`config.mk`:
```
export PLATFORM = sky130hd
export DESIGN_NAME = int_alu_exe_flat
export DESIGN_NICKNAME = d
export VERILOG_FILES = /design/src/rtl/int_alu_exe_if.sv /design/src/rtl/int_alu_exe.sv /design/src/flat_wrapper.sv
export SDC_FILE = /design/constraint.sdc
export NUM_CORES = 1
export LEC_CHECK = 0
export ABC_CLOCK_PERIOD_IN_PS = 6400
export CAP_MARGIN = 15
export CORE_MARGIN = 3
export CORE_UTILIZATION = 40
export DETAILED_ROUTE_END_ITERATION = 8
export DONT_BUFFER_PORTS = 1
export GPL_TIMING_DRIVEN = 0
export PLACE_DENSITY_LB_ADDON = 0.3
export SETUP_SLACK_MARGIN = 0.4
export SYNTH_ARGS = -nofsm -noshare
export SYNTH_HDL_FRONTEND = slang
export SYNTH_SLANG_ARGS = --single-unit
```
`constraint.sdc`:
```
create_clock -name clk -period 6.4 [get_ports clk]
set_input_delay 0.96 -clock clk [delete_from_list [all_inputs] [get_ports clk]]
set_output_delay 0.96 -clock clk [all_outputs]
set_load 0.03 [all_outputs]
```
`src/rtl/int_alu_exe_if.sv`:
```
// Bundle of the issue-side and intCDB-side signals of the integer ALU execute stage.
//
//   slave  : the execute stage. It takes the issued instruction, flush and grant,
//            and drives issue_ready and the intCDB head-entry outputs.
//   master : the environment (reservation station, flush source, CDB arbiter).
//
// Optional feature macro: ALU_OVERFLOW_EXC_EN. When it is defined, the interface
// also carries intCDB_exc.
interface int_alu_exe_if #(
  parameter int ROB_IDX_W = 4,
  parameter int DATA_W    = 32
);
  // Issue side
  logic                 issue_valid;
  logic                 issue_ready;
  logic [3:0]           alu_op;
  logic [DATA_W-1:0]    operand_a;
  logic [DATA_W-1:0]    operand_b;
  logic [DATA_W-1:0]    imm_operand;
  logic                 use_imm;
  logic [DATA_W-1:0]    pc;
  logic [ROB_IDX_W-1:0] dest_ROB_index;
  logic                 flush;

  // Common data bus side
  logic                 intCDB_grant;
  logic                 intCDB_req;
  logic [ROB_IDX_W-1:0] intCDB_ROB_index;
  logic [DATA_W-1:0]    intCDB_data;
`ifdef ALU_OVERFLOW_EXC_EN
  logic                 intCDB_exc;
`endif

  modport slave (
    input  issue_valid, alu_op, operand_a, operand_b, imm_operand, use_imm, pc,
           dest_ROB_index, flush, intCDB_grant,
    output issue_ready, intCDB_req, intCDB_ROB_index, intCDB_data
`ifdef ALU_OVERFLOW_EXC_EN
    , output intCDB_exc
`endif
  );

  modport master (
    output issue_valid, alu_op, operand_a, operand_b, imm_operand, use_imm, pc,
           dest_ROB_index, flush, intCDB_grant,
    input  issue_ready, intCDB_req, intCDB_ROB_index, intCDB_data
`ifdef ALU_OVERFLOW_EXC_EN
    , input intCDB_exc
`endif
  );
endinterface

```
`src/rtl/int_alu_exe.sv`:
```
// Integer ALU execute stage.
//
// Accepts one instruction per cycle from the ALU reservation station, computes
// its result in the same cycle and writes {ROB index, data[, exc]} into a
// 2-entry result FIFO. The FIFO head is presented on the intCDB and is popped
// when the arbiter grants the bus. A flush empties the FIFO and drops any
// same-cycle issue or grant.
//
// Ports:
//   clk  : core clock, everything is on the rising edge
//   rst  : synchronous active-high reset
//   bus  : int_alu_exe_if.slave (issue handshake, operands, flush, intCDB)
//
// Optional feature macro: ALU_OVERFLOW_EXC_EN. When it is defined, ADD/SUB
// signed overflow is recorded per entry and shown on intCDB_exc. When it is
// undefined, overflow wraps silently and no exc storage exists.
module int_alu_exe #(
  parameter int ROB_IDX_W = 4,
  parameter int DATA_W    = 32
) (
  input  logic          clk,
  input  logic          rst,
  int_alu_exe_if.slave  bus
);

  localparam int SH_W = $clog2(DATA_W);

  // Operand selection and the arithmetic results
  logic [DATA_W-1:0] w_a;
  logic [DATA_W-1:0] w_b;
  logic [DATA_W-1:0] w_sum;
  logic [DATA_W-1:0] w_diff;
  logic [DATA_W-1:0] w_result;
  logic [SH_W-1:0]   w_shamt;

  assign w_a     = bus.operand_a;
  assign w_b     = bus.use_imm ? bus.imm_operand : bus.operand_b;
  assign w_sum   = w_a + w_b;
  assign w_diff  = w_a - w_b;
  assign w_shamt = w_b[SH_W-1:0];

  always_comb begin
    w_result = '0;
    case (bus.alu_op)
      4'd0:  w_result = w_sum;
      4'd1:  w_result = w_diff;
      4'd2:  w_result = w_a & w_b;
      4'd3:  w_result = w_a | w_b;
      4'd4:  w_result = w_a ^ w_b;
      4'd5:  w_result = ~(w_a | w_b);
      4'd6:  w_result = {{(DATA_W-1){1'b0}}, ($signed(w_a) < $signed(w_b))};
      4'd7:  w_result = {{(DATA_W-1){1'b0}}, (w_a < w_b)};
      4'd8:  w_result = w_a << w_shamt;
      4'd9:  w_result = w_a >> w_shamt;
      4'd10: w_result = $unsigned($signed(w_a) >>> w_shamt);
      4'd11: w_result = {w_b[15:0], {(DATA_W-16){1'b0}}};
      4'd12: w_result = bus.pc + DATA_W'(8);
      default: w_result = '0;  // reserved opcodes produce zero
    endcase
  end

`ifdef ALU_OVERFLOW_EXC_EN
  // Signed overflow: the effective operands share a sign and the result's sign
  // differs from it. SUB uses ~b, so "same sign" becomes a and b of opposite sign.
  logic w_ovf;
  always_comb begin
    w_ovf = 1'b0;
    case (bus.alu_op)
      4'd0: w_ovf = (w_a[DATA_W-1] == w_b[DATA_W-1]) && (w_sum[DATA_W-1]  != w_a[DATA_W-1]);
      4'd1: w_ovf = (w_a[DATA_W-1] != w_b[DATA_W-1]) && (w_diff[DATA_W-1] != w_a[DATA_W-1]);
      default: w_ovf = 1'b0;
    endcase
  end
`endif

  // Result FIFO state
  logic [1:0]           r_count;
  logic                 r_wr_ptr;
  logic                 r_rd_ptr;
  logic [ROB_IDX_W-1:0] r_rob  [2];
  logic [DATA_W-1:0]    r_data [2];
`ifdef ALU_OVERFLOW_EXC_EN
  logic                 r_exc  [2];
`endif

  logic w_req;
  logic w_push;
  logic w_pop;

  // issue_ready depends only on the count; a pop in the same cycle does not
  // open a slot until the next cycle.
  assign bus.issue_ready = !rst && (r_count != 2'd2);
  assign w_req           = (r_count != 2'd0);

  // A flush suppresses both the same-cycle push and the same-cycle pop.
  assign w_push = bus.issue_valid && bus.issue_ready && !bus.flush;
  assign w_pop  = w_req && bus.intCDB_grant && !bus.flush;

  always_ff @(posedge clk) begin
    if (rst || bus.flush) begin
      r_count  <= 2'd0;
      r_wr_ptr <= 1'b0;
      r_rd_ptr <= 1'b0;
    end else begin
      if (w_push) r_wr_ptr <= ~r_wr_ptr;
      if (w_pop)  r_rd_ptr <= ~r_rd_ptr;
      case ({w_push, w_pop})
        2'b10:   r_count <= r_count + 2'd1;
        2'b01:   r_count <= r_count - 2'd1;
        default: r_count <= r_count;
      endcase
    end
  end

  // Entry payload needs no reset: it is only visible while the count covers it.
  always_ff @(posedge clk) begin
    if (w_push) begin
      r_rob[r_wr_ptr]  <= bus.dest_ROB_index;
      r_data[r_wr_ptr] <= w_result;
`ifdef ALU_OVERFLOW_EXC_EN
      r_exc[r_wr_ptr]  <= w_ovf;
`endif
    end
  end

  // Head entry on the bus, forced to zero while the FIFO is empty
  assign bus.intCDB_req       = w_req;
  assign bus.intCDB_ROB_index = w_req ? r_rob[r_rd_ptr]  : '0;
  assign bus.intCDB_data      = w_req ? r_data[r_rd_ptr] : '0;
`ifdef ALU_OVERFLOW_EXC_EN
  assign bus.intCDB_exc       = w_req ? r_exc[r_rd_ptr]  : 1'b0;
`endif

endmodule

```
`src/flat_wrapper.sv`:
```
// flat-port wrapper written by rule: the top's interface ports become plain ports
module int_alu_exe_flat 
#(
  parameter int ROB_IDX_W = 4,
  parameter int DATA_W    = 32
)
  (clk, rst, bus_issue_valid, bus_alu_op, bus_operand_a, bus_operand_b, bus_imm_operand, bus_use_imm, bus_pc, bus_dest_ROB_index, bus_flush, bus_intCDB_grant, bus_issue_ready, bus_intCDB_req, bus_intCDB_ROB_index, bus_intCDB_data);
  int_alu_exe_if #(.ROB_IDX_W(ROB_IDX_W), .DATA_W(DATA_W)) bus_i ();
  input  logic clk;
  input  logic rst;
  input wire logic [$bits(bus_i.issue_valid)-1:0] bus_issue_valid;
  input wire logic [$bits(bus_i.alu_op)-1:0] bus_alu_op;
  input wire logic [$bits(bus_i.operand_a)-1:0] bus_operand_a;
  input wire logic [$bits(bus_i.operand_b)-1:0] bus_operand_b;
  input wire logic [$bits(bus_i.imm_operand)-1:0] bus_imm_operand;
  input wire logic [$bits(bus_i.use_imm)-1:0] bus_use_imm;
  input wire logic [$bits(bus_i.pc)-1:0] bus_pc;
  input wire logic [$bits(bus_i.dest_ROB_index)-1:0] bus_dest_ROB_index;
  input wire logic [$bits(bus_i.flush)-1:0] bus_flush;
  input wire logic [$bits(bus_i.intCDB_grant)-1:0] bus_intCDB_grant;
  output wire logic [$bits(bus_i.issue_ready)-1:0] bus_issue_ready;
  output wire logic [$bits(bus_i.intCDB_req)-1:0] bus_intCDB_req;
  output wire logic [$bits(bus_i.intCDB_ROB_index)-1:0] bus_intCDB_ROB_index;
  output wire logic [$bits(bus_i.intCDB_data)-1:0] bus_intCDB_data;
  assign bus_i.issue_valid = bus_issue_valid;
  assign bus_i.alu_op = bus_alu_op;
  assign bus_i.operand_a = bus_operand_a;
  assign bus_i.operand_b = bus_operand_b;
  assign bus_i.imm_operand = bus_imm_operand;
  assign bus_i.use_imm = bus_use_imm;
  assign bus_i.pc = bus_pc;
  assign bus_i.dest_ROB_index = bus_dest_ROB_index;
  assign bus_i.flush = bus_flush;
  assign bus_i.intCDB_grant = bus_intCDB_grant;
  assign bus_issue_ready = bus_i.issue_ready;
  assign bus_intCDB_req = bus_i.intCDB_req;
  assign bus_intCDB_ROB_index = bus_i.intCDB_ROB_index;
  assign bus_intCDB_data = bus_i.intCDB_data;
  int_alu_exe #(.ROB_IDX_W(ROB_IDX_W), .DATA_W(DATA_W)) u_core (.clk(clk), .rst(rst), .bus(bus_i));
endmodule
```
==> results of run 1 <==
## registers in the layout, indices dropped and copies added (netlist names), named ones only
signal           count
u_core.r_count       2
u_core.r_data       64
u_core.r_rd_ptr      1
u_core.r_rob         8
u_core.r_wr_ptr      1
## path summary, 6_finish.rpt
path,startpoint,end,slack [ps],depth (start not counted)
max reg2reg,u_core.r_count[0]$_SDFFE_PP0P_,u_core.r_count[1]$_SDFFE_PP0P_,4110,8
max,bus_use_imm,u_core.r_data[1][0]$_DFFE_PP_,340,16
min,u_core.r_rd_ptr$_SDFFE_PP0P_,u_core.r_rd_ptr$_SDFFE_PP0P_,560,2
min reg2reg,u_core.r_rd_ptr$_SDFFE_PP0P_,u_core.r_rd_ptr$_SDFFE_PP0P_,560,2
## area by class of cell
type | count | area, sq um | area share (%)
buffer | 126 | 552 | 3.82
clock buffer | 10 | 229 | 1.58
clock inverter | 6 | 53.8 | 0.372
inverter | 96 | 367 | 2.53
multi-input combinational | 1465 | 10400 | 71.6
sequential | 77 | 2260 | 15.6
tap | 442 | 553 | 3.82
timing repair buffer | 9 | 95.1 | 0.657
## worst reg2reg max path, stage by stage, from the launching register on
cell	delay [ps]
dfxtp_1	340
nor2_1	580
inv_1	340
nand2_1	190
nor2_1	60
ha_1	320
nor2_1	150
xnor2_1	140
nor3_1	60
## logic make-up after synthesis
family	after synthesis	synth area share [%]
DFF	77	16.8
and+or+nand+nor	566	18.9
xor gates and xnor gates	35	2.28
buffers and inverters	222	6.68
AOI/OAI and AO/OA	570	28.6
adders and majority gates	112	10.5
muxes	182	16.2
## power breakdown
group / internal (mW) / switching, mW
registers: 0.582 / 0.00289
logic: 0.397 / 0.873
clock network: 0.296 / 0.170
## stage by stage
| stage | cell area (sq um) | hold WS [ps] | instances |
|---|---|---|---|
| after floorplan | 13500 | 520 | 1764 |
| after global placement | 14000 | 537 | 2206 |
| after detailed placement | 14100 | 539 | 2211 |
| after CTS | 14400 | 556 | 2227 |
| after global routing | 14500 | 572 | 2231 |
| final | 14500 | 560 | 2231 |
## what timing repair did
| action | in CTS | in global routing |
|---|---|---|
| resized for setup | 11 | 9 |
| hold endpoints to repair | 0 | 0 |
| pin swaps | 0 | 0 |
| setup endpoints to repair | 28 | 18 |
| cloned | 0 | 0 |
| setup buffers | 0 | 4 |
## metal layers
| layer | vias to the layer above | routed length [um] |
|---|---|---|
| met2 | 1058 | 32300 |
| met4 | 0 | 4470 |
| met5 | - | 0 |
| li1 | 6645 | - |
| met3 | 199 | 7290 |
| met1 | 7467 | 29000 |
## cells in the final DEF (no fill, tap or decap), drive strengths merged, types with 9 or more instances in the layout
cell type	count
a211oi	37
a21o	21
a21oi	133
a221oi	29
a22oi	14
a31oi	22
and3	12
buf	51
clkbuf	93
edfxtp	72
ha	110
inv	95
mux2	11
mux2i	146
mux4	25
nand2	173
nand2b	16
nand3	44
nand4	12
nor2	199
nor2b	17
nor3	44
o2111ai	10
o211ai	35
o21ai	115
o21bai	14
o221ai	15
o22ai	26
o31ai	9
or2	9
or3	10
xnor2	16
xor2	19
==> impl_metrics.py, run 1 <==
metrics = {
    "run_status": {
        "outcome": "complete, no violations",
    },
    "detailed_routing": {
        "remaining_drc_errors": 0,
        "antenna_left": 0,
        "dr.pass1.iters": 7,
        "drtIter0Drc": 2045,
        "via_count": 15369,
        "wl_per_cell_um": 32.8,
        "routed_wl_um": 73100,
        "via_per_inst": 6.89,
    },
    "sta": {
        "fin_skew_ps": 4.90,
        "setup_viol": 0,
        "hold_violations": 0,
        "finalMaxSlewViolations": 0,
        "tightest_slew_ps": 1150,
        "slew_headroom_pct": 22.6,
        "setup_tns_ps": 0,
        "setup_slack_ps": 338,
        "fin_crit_sh_pct": 94.7,
        "rsz0062_at_grt": "false",
        "period_needed_ps": 6060,
        "fmax_mhz": 165,
    },
    "yosys": {
        "ys_seq_area_share_pct": 16.8,
        "ys_dominant_reg_cell": "edfxtp_1",
        "synth.area.top_cells": "edfxtp_1 (16%), mux2i_1 (11%), ha_1 (10%), nor2_1 (5.5%), a21oi_1 (4.9%)",
        "ys_warn_count": 0,
        "synth.top_cells.by_count": "nor2_1 (199), nand2_1 (173), mux2i_1 (143), a21oi_1 (133)",
        "avgSynthCellArea_sq_um": 7.64,
        "yosysTopAreaCellShare_pct": 16.1,
        "synth_area_leader_cell": "edfxtp_1",
        "ys_ff_latch": 77,
        "netlist_instances": 1764,
        "synth_area_sq_mm": 0.0135,
        "synthDistinctLibCells": 90,
        "synth_edf_count": 72,
        "async_flop_share_pct": 0,
        "syn_nets": 2018,
        "synth.most_common_cell": "nor2_1",
    },
    "placed_design": {
        "place_ws_ps": -605,
        "place_congestion": 1.09,
        "hpwlAfterDp_um": 60900,
        "io_buffers": 0,
    },
    "worst_setup_path": {
        "worstSetupStartpointType": "input pin",
        "max_stage_delay_ps": 460,
        "path_class": "in -> reg",
        "crit_required_ps": 6380,
        "crit_buf_inv": 4,
        "cp-end-kind": "flip-flop",
        "critical_path_arrival_ps": 6040,
        "cp_top_family": "compound AO/OA/AOI/OAI gates",
        "critical_path.cell_chain": "buf_6 > mux2i_4 > inv_2 > clkbuf_1 > clkbuf_4 > ha_1 > fa_1 > nor2_1 > o221ai_1 > a211oi_1 > a221o_1 > a31oi_1 > a21oi_1 > a311oi_1 > o31ai_1 > o211ai_1",
        "crit_slowest_cell": "fa_1",
        "worst-path-max-fanout": 11,
    },
    "flow_run": {
        "maxCapViolCount": 0,
    },
    "cts": {
        "cts_hold_buffers": 0,
        "clock_latency_ps": 320,
        "cts-root-buf": "clkbuf_16",
        "cts_tree": "done",
        "clkSinkCount": 77,
        "cts_buffer_depth": 2,
        "cts_max_level": 3,
        "clkTransAtPathRegs_ps": 50,
        "cts_buffers": 9,
    },
    "final_layout": {
        "fillerInstances": 3433,
        "num-nets-final": 2038,
        "layout-drive-gt1-share_pct": 7.71,
        "fin_util_pct": 44.0,
        "antenna_cells": 0,
        "synthToLayoutAreaGrowth_pct": 7.38,
    },
    "global_routing": {
        "grt_pass1_wl_um": 103000,
        "grt_util_met1_pct": 51.5,
        "met2_usage_pct": 62.4,
        "use_met3_pct": 5.92,
        "grt.total_usage_pct": 39.0,
        "top_usage_layer": "met2",
        "grt_overflow": 0,
        "grt_pass1_vias": 14338,
        "grt_max_degree": 30,
        "antenna_found_initial": 1,
    },
    "floorplanning": {
        "coreArea_sq_mm": 0.0329,
        "die_h_um": 190,
        "io_pins": 180,
        "die_x_um": 190,
        "dieArea_sq_mm": 0.0359,
        "rows": 66,
        "initial_core_util_pct": 41.0,
    },
    "worst_hold_path": {
        "hp-class": "reg -> reg",
    },
    "power_and_ir_drop": {
        "leakage_nw": 5.59,
        "ir_drop_mv": 0.178,
        "total_power_mw": 2.32,
        "p_per_area_mw_per_mm2": 160,
    },
}
Power figures use the tool's default switching activity.
==> run 2: changes to the inputs <==
--- a/config.mk
+++ b/config.mk
@@ -7,8 +7,10 @@
 export LEC_CHECK = 0
 export ABC_CLOCK_PERIOD_IN_PS = 6400
 export CAP_MARGIN = 15
+export CORE_ASPECT_RATIO = 0.7
 export CORE_MARGIN = 3
 export CORE_UTILIZATION = 40
+export CTS_BUF_LIST = sky130_fd_sc_hd__clkbuf_4
 export DETAILED_ROUTE_END_ITERATION = 8
 export DONT_BUFFER_PORTS = 1
 export GPL_TIMING_DRIVEN = 0
==> run 2 against run 1 <==
Against the previous run: clock skew grew 14 ps; critical path depth unchanged; die area is essentially flat; sequential cell count did not move; wire length increased by 5.2%; setup slack improved by 22 ps; clock power decreased by 34%.
==> impl_metrics.py, run 2 (same netlist as run 1, synthesis figures left out) <==
metrics = {
    "final_layout": {
        "synthToLayoutAreaGrowth_pct": 6.21,
        "final_common_cell": "nor2_1",
        "layout-drive-gt1-share_pct": 7.78,
        "largest_register_ffs": 64,
        "regMostFlops": "u_core.r_data",
        "top_regs": "u_core.r_data x64, u_core.r_rob x8, u_core.r_count x2",
        "final_cell_mix": "nor2_1 (197), nand2_1 (173), mux2i_1 (140)",
        "num-nets-final": 2036,
    },
    "floorplanning": {
        "die_x_um": 225,
        "dieArea_sq_mm": 0.0359,
        "die_h_um": 160,
        "rows": 55,
        "io_pins": 180,
        "coreArea_sq_mm": 0.0328,
        "initial_core_util_pct": 41.1,
    },
    "sta": {
        "holdWs_ps": 542,
        "fin_crit_sh_pct": 94.4,
        "hold_violations": 0,
        "setup_tns_ps": 0,
        "tightest_slew_ps": 1180,
        "fmax_mhz": 166,
        "rsz0062_at_grt": "false",
        "setup_viol": 0,
        "finalMaxSlewViolations": 0,
        "period_needed_ps": 6040,
        "fin_skew_ps": 18.6,
        "slew_headroom_pct": 21.2,
    },
    "worst_setup_path": {
        "path_class": "in -> reg",
        "reg2reg_from": "u_core.r_count[1]$_SDFFE_PP0P_",
        "cp-end-kind": "flip-flop",
        "worstSetupStartpointType": "input pin",
        "critical_path_arrival_ps": 6230,
        "reg2reg_to": "u_core.r_count[1]$_SDFFE_PP0P_",
        "r2r_slack_ps": 3720,
        "cp-startpoint": "bus_use_imm",
        "crit_required_ps": 6590,
        "reg2reg_depth": 8,
        "worst-path-max-fanout": 11,
    },
    "detailed_routing": {
        "wl_per_cell_um": 34.7,
        "dr.pass1.iters": 8,
        "via_per_inst": 7.14,
        "routed_wl_um": 76900,
        "via_count": 15824,
        "drtIter0Drc": 2766,
        "remaining_drc_errors": 0,
        "antenna_left": 0,
    },
    "global_routing": {
        "grt_pass1_vias": 14523,
        "grt_pass1_wl_um": 107000,
        "grt_max_degree": 32,
        "grt.total_usage_pct": 41.1,
        "grt_overflow": 0,
        "antenna_found_initial": 4,
    },
    "placed_design": {
        "hpwlAfterDp_um": 63300,
        "io_buffers": 0,
        "place_congestion": 1.10,
    },
    "cts": {
        "cts_max_level": 3,
        "cts-root-buf": "clkbuf_4",
        "clkTransAtPathRegs_ps": 140,
        "cts_tree": "done",
        "clock_latency_ps": 470,
        "clkSinkCount": 77,
        "cts_buffer_depth": 2,
        "cts_hold_buffers": 0,
        "cts_buffers": 9,
    },
    "worst_hold_path": {
        "min_path_cells": 1,
        "min-delay-start": "rst",
        "hp-class": "in -> reg",
        "hold_path_end": "u_core.r_count[1]$_SDFFE_PP0P_",
    },
    "power_and_ir_drop": {
        "ir_drop_mv": 0.112,
        "p_per_area_mw_per_mm2": 153,
        "leakage_nw": 5.52,
    },
    "run_status": {
        "outcome": "complete, no violations",
    },
    "flow_run": {
        "maxCapViolCount": 0,
    },
}
## run 2: metal layers
layer	routed length (um)	part of all wire (%)	vias to the layer above	GRT usage, %
met4	2580	3.3	4	9.90
met1	32600	42	7641	60.3
met2	29700	39	1356	56.0
li1	-	-	6659	-
met3	12100	16	164	15.9
met5	35	0.045	-	0
## run 2: metrics by stage
step                      cell area (sq um)  setup WS, ps  total power, mW  utilization, %  cells
final                                 14300           359             2.19            43.7   2217
after floorplan                       13500          1340             1.38               -   1764
after global placement                14000          -939             1.80            42.8   2191
after detailed placement              14100         -1060             1.81            43.0   2196
after global routing                  14300           411             2.27            43.7   2214
after CTS                             14300           414             2.12            43.5   2213
## run 2: final cells by class
type                       instances  area (sq um)
clock inverter                     7          72.6
sequential                        77          2260
timing repair buffer               7          78.8
multi-input combinational       1465         10400
tap                              427           534
fill                            3373         18500
antenna                            3          7.51
buffer                           126           558
inverter                          96           367
clock buffer                       9          67.6
## run 2: where the power goes
part           internal, mW  total (mW)  switching (mW)
clock                 0.121       0.306           0.185
sequential            0.580       0.583         0.00285
combinational         0.395        1.30           0.903
## run 2: how the worst max path moves through the flow
stage	slack, ps	depth (start not counted)	end
after floorplan	1340	15	u_core.r_data[0][29]$_DFFE_PP_
after global placement	-940	15	u_core.r_data[0][7]$_DFFE_PP_
after detailed placement	-1060	15	u_core.r_data[1][31]$_DFFE_PP_
after global routing	410	15	u_core.r_data[1][31]$_DFFE_PP_
final	360	16	u_core.r_data[0][28]$_DFFE_PP_
after CTS	410	17	u_core.r_data[1][23]$_DFFE_PP_
## run 2: critical path, stage by stage
cell      delay [ps]
buf_6            200
mux2i_2          490
buf_6            210
clkbuf_1         660
clkbuf_2         460
ha_1             300
clkbuf_1         260
inv_1            140
o221ai_1         190
a211oi_1         470
a221o_1          410
a41oi_1          270
o21ai_1          470
a211oi_1         150
nor4b_1          400
a32oi_1          170
## run 2: repair_timing
item | CTS | global route
buffers inserted | 1 | 0
setup endpoints to repair | 34 | 16
gates resized for setup | 10 | 12
hold endpoints to repair | 0 | 0
